## src/rtl/cpu_sequencer.sv

```systemverilog
// cpu_sequencer: fetch/decode/exec sequencer around an external 16-bit ALU.
// Owns IP, IR, an 8x16 register file and the n/z/p condition register.
module cpu_sequencer #(
  parameter logic [15:0] RESET_IP = 16'h0000
) (
  input  logic        clk,
  input  logic        rst,
  output logic [15:0] imem_addr,
  input  logic [15:0] imem_rdata,
  output logic [15:0] alu_opcode,
  output logic [15:0] alu_regA,
  output logic [15:0] alu_regB,
  output logic [15:0] alu_imm,
  output logic [15:0] alu_IP,
  input  logic [15:0] alu_res,
  output logic [2:0]  nzp,
  output logic        retire,
  output logic        halted
);

  typedef enum logic [1:0] {
    S_FETCH,
    S_DECODE,
    S_EXEC,
    S_HALT
  } state_t;

  state_t      r_state;
  state_t      w_state_nxt;
  logic [15:0] r_ip;
  logic [15:0] r_ir;
  logic [15:0] r_addr;
  logic [2:0]  r_nzp;
  logic [15:0] r_rf [8];

  logic [3:0]  w_op;
  logic [2:0]  w_dr;
  logic [2:0]  w_sr1;
  logic [2:0]  w_sr2;
  logic [15:0] w_rega;
  logic [15:0] w_regb;
  logic [15:0] w_br_off;
  logic        w_is_alu;
  logic        w_is_cmp;
  logic        w_is_ld;
  logic        w_is_br;
  logic        w_is_jmp;
  logic        w_is_nop;
  logic        w_is_halt;
  logic        w_we;
  logic [15:0] w_wdata;
  logic [2:0]  w_nzp_nxt;
  logic [15:0] w_ip_nxt;
  logic        w_retire;

  function automatic logic [2:0] f_nzp(input logic [15:0] v);
    if (v[15])
      return 3'b100;
    else if (v == 16'h0000)
      return 3'b010;
    else
      return 3'b001;
  endfunction

  assign w_op  = r_ir[15:12];
  assign w_dr  = r_ir[11:9];
  assign w_sr1 = r_ir[8:6];
  assign w_sr2 = r_ir[2:0];

  assign w_is_alu  = (w_op <= 4'd9);
  assign w_is_cmp  = (w_op == 4'hA);
  assign w_is_ld   = (w_op == 4'hB);
  assign w_is_br   = (w_op == 4'hC);
  assign w_is_jmp  = (w_op == 4'hD);
  assign w_is_nop  = (w_op == 4'hE);
  assign w_is_halt = (w_op == 4'hF);

  // Shifts and LD use IR[8] as a mode bit, so operand A comes from DR.
  assign w_rega = (w_op == 4'h8 || w_op == 4'h9 || w_is_ld)
                ? r_rf[w_dr] : r_rf[w_sr1];
  assign w_regb = r_rf[w_sr2];

  assign w_br_off = {{7{r_ir[8]}}, r_ir[8:0]};

  always_comb begin
    w_state_nxt = r_state;
    w_we        = 1'b0;
    w_wdata     = 16'h0000;
    w_nzp_nxt   = r_nzp;
    w_ip_nxt    = r_ip;
    w_retire    = 1'b0;
    unique case (r_state)
      S_FETCH:  w_state_nxt = S_DECODE;
      S_DECODE: w_state_nxt = S_EXEC;
      S_EXEC: begin
        w_retire    = 1'b1;
        w_state_nxt = S_FETCH;
        w_ip_nxt    = r_ip + 16'd1;
        unique case (1'b1)
          w_is_alu: begin
            w_we    = 1'b1;
            w_wdata = alu_res;
          end
          w_is_cmp: begin
            if ($signed(w_rega) < $signed(w_regb))
              w_nzp_nxt = 3'b100;
            else if (w_rega == w_regb)
              w_nzp_nxt = 3'b010;
            else
              w_nzp_nxt = 3'b001;
          end
          w_is_ld: begin
            w_we    = 1'b1;
            w_wdata = r_ir[8] ? w_regb : {8'h00, r_ir[7:0]};
          end
          w_is_br: begin
            if ((w_dr & r_nzp) != 3'b000)
              w_ip_nxt = r_ip + 16'd1 + w_br_off;
          end
          w_is_jmp: w_ip_nxt = r_rf[w_sr1];
          w_is_nop: w_ip_nxt = r_ip + 16'd1;
          w_is_halt: begin
            w_ip_nxt    = r_ip;
            w_state_nxt = S_HALT;
          end
        endcase
        if (w_we)
          w_nzp_nxt = f_nzp(w_wdata);
      end
      S_HALT: w_state_nxt = S_HALT;
    endcase
  end

  always_ff @(posedge clk) begin
    if (rst) begin
      r_state <= S_FETCH;
      r_ip    <= RESET_IP;
      r_ir    <= 16'h0000;
      r_addr  <= RESET_IP;
      r_nzp   <= 3'b010;
      for (int i = 0; i < 8; i++)
        r_rf[i] <= 16'h0000;
    end else begin
      r_state <= w_state_nxt;
      if (r_state == S_FETCH)
        r_addr <= r_ip;
      if (r_state == S_DECODE)
        r_ir <= imem_rdata;
      // Next address is presented at commit so the memory can be read in FETCH.
      if (w_retire) begin
        r_ip   <= w_ip_nxt;
        r_addr <= w_ip_nxt;
        r_nzp  <= w_nzp_nxt;
        if (w_we)
          r_rf[w_dr] <= w_wdata;
      end
    end
  end

  assign imem_addr  = r_addr;
  assign alu_opcode = r_ir;
  assign alu_regA   = w_rega;
  assign alu_regB   = w_regb;
  assign alu_imm    = {{11{r_ir[4]}}, r_ir[4:0]};
  assign alu_IP     = r_ip;
  assign nzp        = r_nzp;
  assign retire     = w_retire;
  assign halted     = (r_state == S_HALT);

endmodule

```

## config.mk

```make
export PLATFORM = sky130hd
export DESIGN_NAME = cpu_sequencer
export DESIGN_NICKNAME = d
export VERILOG_FILES = /design/src/rtl/cpu_sequencer.sv
export SDC_FILE = /design/constraint.sdc
export NUM_CORES = 1
export LEC_CHECK = 0
export BUFFER_PORTS_ARGS = -buffer_cell sky130_fd_sc_hd__clkbuf_2
export CAP_MARGIN = 15
export CORE_AREA = 2 2 171 173
export CTS_CLUSTER_DIAMETER = 30
export DETAILED_ROUTE_END_ITERATION = 10
export DIE_AREA = 0 0 173 175
export HOLD_SLACK_MARGIN = 0.02
export PLACE_DENSITY = 0.64
export SYNTH_ARGS = -nofsm -noshare
export SYNTH_HDL_FRONTEND = slang
export SYNTH_SLANG_ARGS = --single-unit
```

## constraint.sdc

```tcl
create_clock -name clk -period 5 [get_ports clk]
set_input_delay 0.5 -clock clk [delete_from_list [all_inputs] [get_ports clk]]
set_output_delay 0.5 -clock clk [all_outputs]
set_load 0.01 [all_outputs]
```

==> results.cfg <==
[status]
status = completed

[global_route]
grt_use_met3 = 0.0722
busiest_layer = met2
grt_pass1_vias = 9889
antenna_found_initial = 0
grt_util_met1 = 0.340
grt_max_degree = 59
grtUsageTotal = 0.277
grtUsageMet2 = 0.459
overflow = 0
grt_pass1_wl_mm = 62.1

[placed_design]
post_dp_cell_area_um2 = 13200
dp_slack_ps = 1150
hpwl_mm = 29.4
portBuffers = 134
place.gp.congestion = 0.966
placedCellCount = 1591

[synthesis]
ys_top_cells_by_area = edfxtp_1, mux4_2, dfxtp_1
synth_top_cell_by_area = edfxtp_1
syn_area_um2 = 12100
async_flop_share = 0
synthCells = 1114
syn_nets = 1184
synth_top_area_frac = 0.318
ys_types = 69
yosys_warnings = 0
ys_seq_elements = 190
avgSynthCellArea_um2 = 10.8
seq_area_frac_synth = 0.421
synth-edff-count = 128
synth_flop_cell = edfxtp_1

[pwr]
leakagePower_nw = 5.15
powerDensity_nw_per_um2 = 299
ir_drop_mv = 0.177

[critical_path]
cpLargestDelayFamily = multiplexers
path_max_fanout = 21
slowest_delay_ps = 630
path_cells = buf_12 > mux4_2 > mux2_2 > nor2_1 > a21oi_1 > ha_1 > nand4_1 > nor2_1 > nand2_1 > a211oi_1 > a211o_1 > mux2i_1 > a21oi_1 > a211oi_1
end_kind = register
arrival_ps = 4310
r2r_setup_slack_ps = 1050
cp_num_buf_inv = 1
required_ps = 5360
critPathLaunchType = register
worstSetupPathType = register to register
slowest_stage = dfxtp_2

[detailed_routing]
first_pass_iters = 5
routedWlPerCell_um = 25.8
drt_iter0_markers = 1331
antenna_left = 0
wirelength_mm = 41.9
vias = 10100
remaining_drc_errors = 0
drt-vias-per-instance = 6.23

[cells_and_area]
layout-drive-gt1-share = 0.270
areaGrowthSynthToFinish_pct = 14.0
final_cells = 1623
final_cell_area_um2 = 13800
fin_nets = 1296
regArea_um2 = 5090
fill_cells = 2609
antenna_cells = 0
multi_input_area_um2 = 6450

[sta]
rsz0062_at_grt = no
hold_violations = 0
tightest_slew_ps = 1010
setup_viol = 0
worst_slack_ps = 1050
fmax_mhz = 253
finalClockSkew_ps = 12.8
relSlewSlack = 0.323
finalMaxSlewViolations = 0
fin_tns_setup_ps = 0
fin_crit_sh = 0.790
layout_min_cycle_time_ps = 3950

[die]
initial_core_util = 0.425
fp.dieW_um = 173
rows = 62
die_height_um = 175
ios = 135
core_um2 = 28400
die-area_um2 = 30300

[clock_tree]
clkTransAtPathRegs_ps = 70
insertion_delay_ps = 440
numCtsBuffers = 17
post-cts-setup-buffer-count = 0
holdBufCountCts = 0
root_buffer = clkbuf_16
cts.sinks = 190
htree_levels = 4
post_cts_resized = 0
cts_tree = done
clockBufferDepth = 2

[run]
cap_violations = 0

[worst_hold_path]
hold_path.class = input port to register
-- registers in the layout, summed over array words and instances, names as in the netlist, named ones only --
name and cells:
r_rf 128, alu_IP 16, alu_opcode 16, imem_addr 16, nzp 3, r_state 2
-- cell usage after synthesis, drive strengths merged (4+ instances only) --
library cell	count
a21oi	69
o22ai	4
xnor2	11
or3	7
a211oi	10
nor3	14
buf	36
o211ai	5
clkbuf	48
nand3	17
dfxtp	62
nand2	97
o21bai	4
mux4	96
and2	5
ha	35
xor2	13
o21a	8
o21ai	43
a31oi	4
edfxtp	128
nor2b	12
a22oi	14
mux2i	36
mux2	16
a221oi	4
and3	6
nand4	10
inv	29
a21o	10
nand2b	21
or4	7
nor2	190
-- layer usage --
layer  up-vias  routed length (um)  share of wire
met2       672               20000           0.48
met4         0                2010          0.048
met5         -                   0              0
met3       138                4540           0.11
li1       4396                   -              -
met1      4912               15400           0.37
-- worst min-delay path, cell delays in order --
cell	delay [ps]
clkbuf_2	80
nand2_1	50
a21oi_1	50
-- per-stage QoR --
stage	total power, mW	util	hold slack [ps]
6_report	4.12	0.485	277
5_1_grt	4.25	0.485	280
4_1_cts	4.12	0.485	268
3_5_place_dp	2.69	0.463	453
3_3_place_gp	2.68	0.463	452
2_1_floorplan	2.37	-	476
-- cell usage in the layout, fill, tap and decap left out, types with 8 or more instances in the layout --
cell type | synthesis | routed
ha_1 | 35 | 35
xor2_1 | 13 | 13
nand3_1 | 17 | 17
nand2_1 | 97 | 97
nor3_1 | 14 | 14
o21a_1 | 8 | 8
inv_1 | 29 | 29
a21oi_1 | 69 | 69
mux4_2 | 96 | 96
nand4_1 | 10 | 10
xnor2_1 | 11 | 11
nand2b_1 | 21 | 21
a21o_1 | 10 | 10
buf_4 | 19 | 41
a211oi_1 | 9 | 9
nor2_1 | 189 | 189
nor2b_1 | 12 | 11
mux2_2 | 16 | 16
mux2i_1 | 35 | 35
dfxtp_1 | 62 | 59
clkbuf_16 | 0 | 17
edfxtp_1 | 128 | 128
a22oi_1 | 14 | 14
o21ai_0 | 40 | 40
clkbuf_2 | 0 | 134
-- logic make-up (layout without fill, tap and decap cells) --
family,after synthesis,after routing,synth area share
buf+inv,114,239,0.0449
compound gates,204,204,0.108
mux,148,148,0.225
fa+ha+maj,36,36,0.0379
flops,190,190,0.421
simple gates,398,398,0.146
xor+xnor,24,24,0.0174
-- power breakdown --
group	total, mW	internal, mW	switching [mW]
combinational	0.831	0.350	0.481
clock	1.45	0.800	0.649
sequential	1.84	1.74	0.104
-- final timing paths --
| path | endpoint | cells past startpoint | from |
|---|---|---|---|
| max | nzp[2] | 14 | register |
| min | alu_opcode[3] | 3 | imem_rdata[3] |
| max reg2reg | nzp[2] | 14 | register |
| min reg2reg | imem_addr[0] | 2 | imem_addr[0] |
-- area by class of cell --
cell class | instances | area share
multi-input cells | 810 | 0.469
clock inverters | 11 | 0.00972
clock buffers | 21 | 0.0349
repair buffers | 177 | 0.0740
inverters | 30 | 0.00818
flip-flops and latches | 190 | 0.370
well taps | 384 | 0.0349
(Power assumes the default switching activity.)
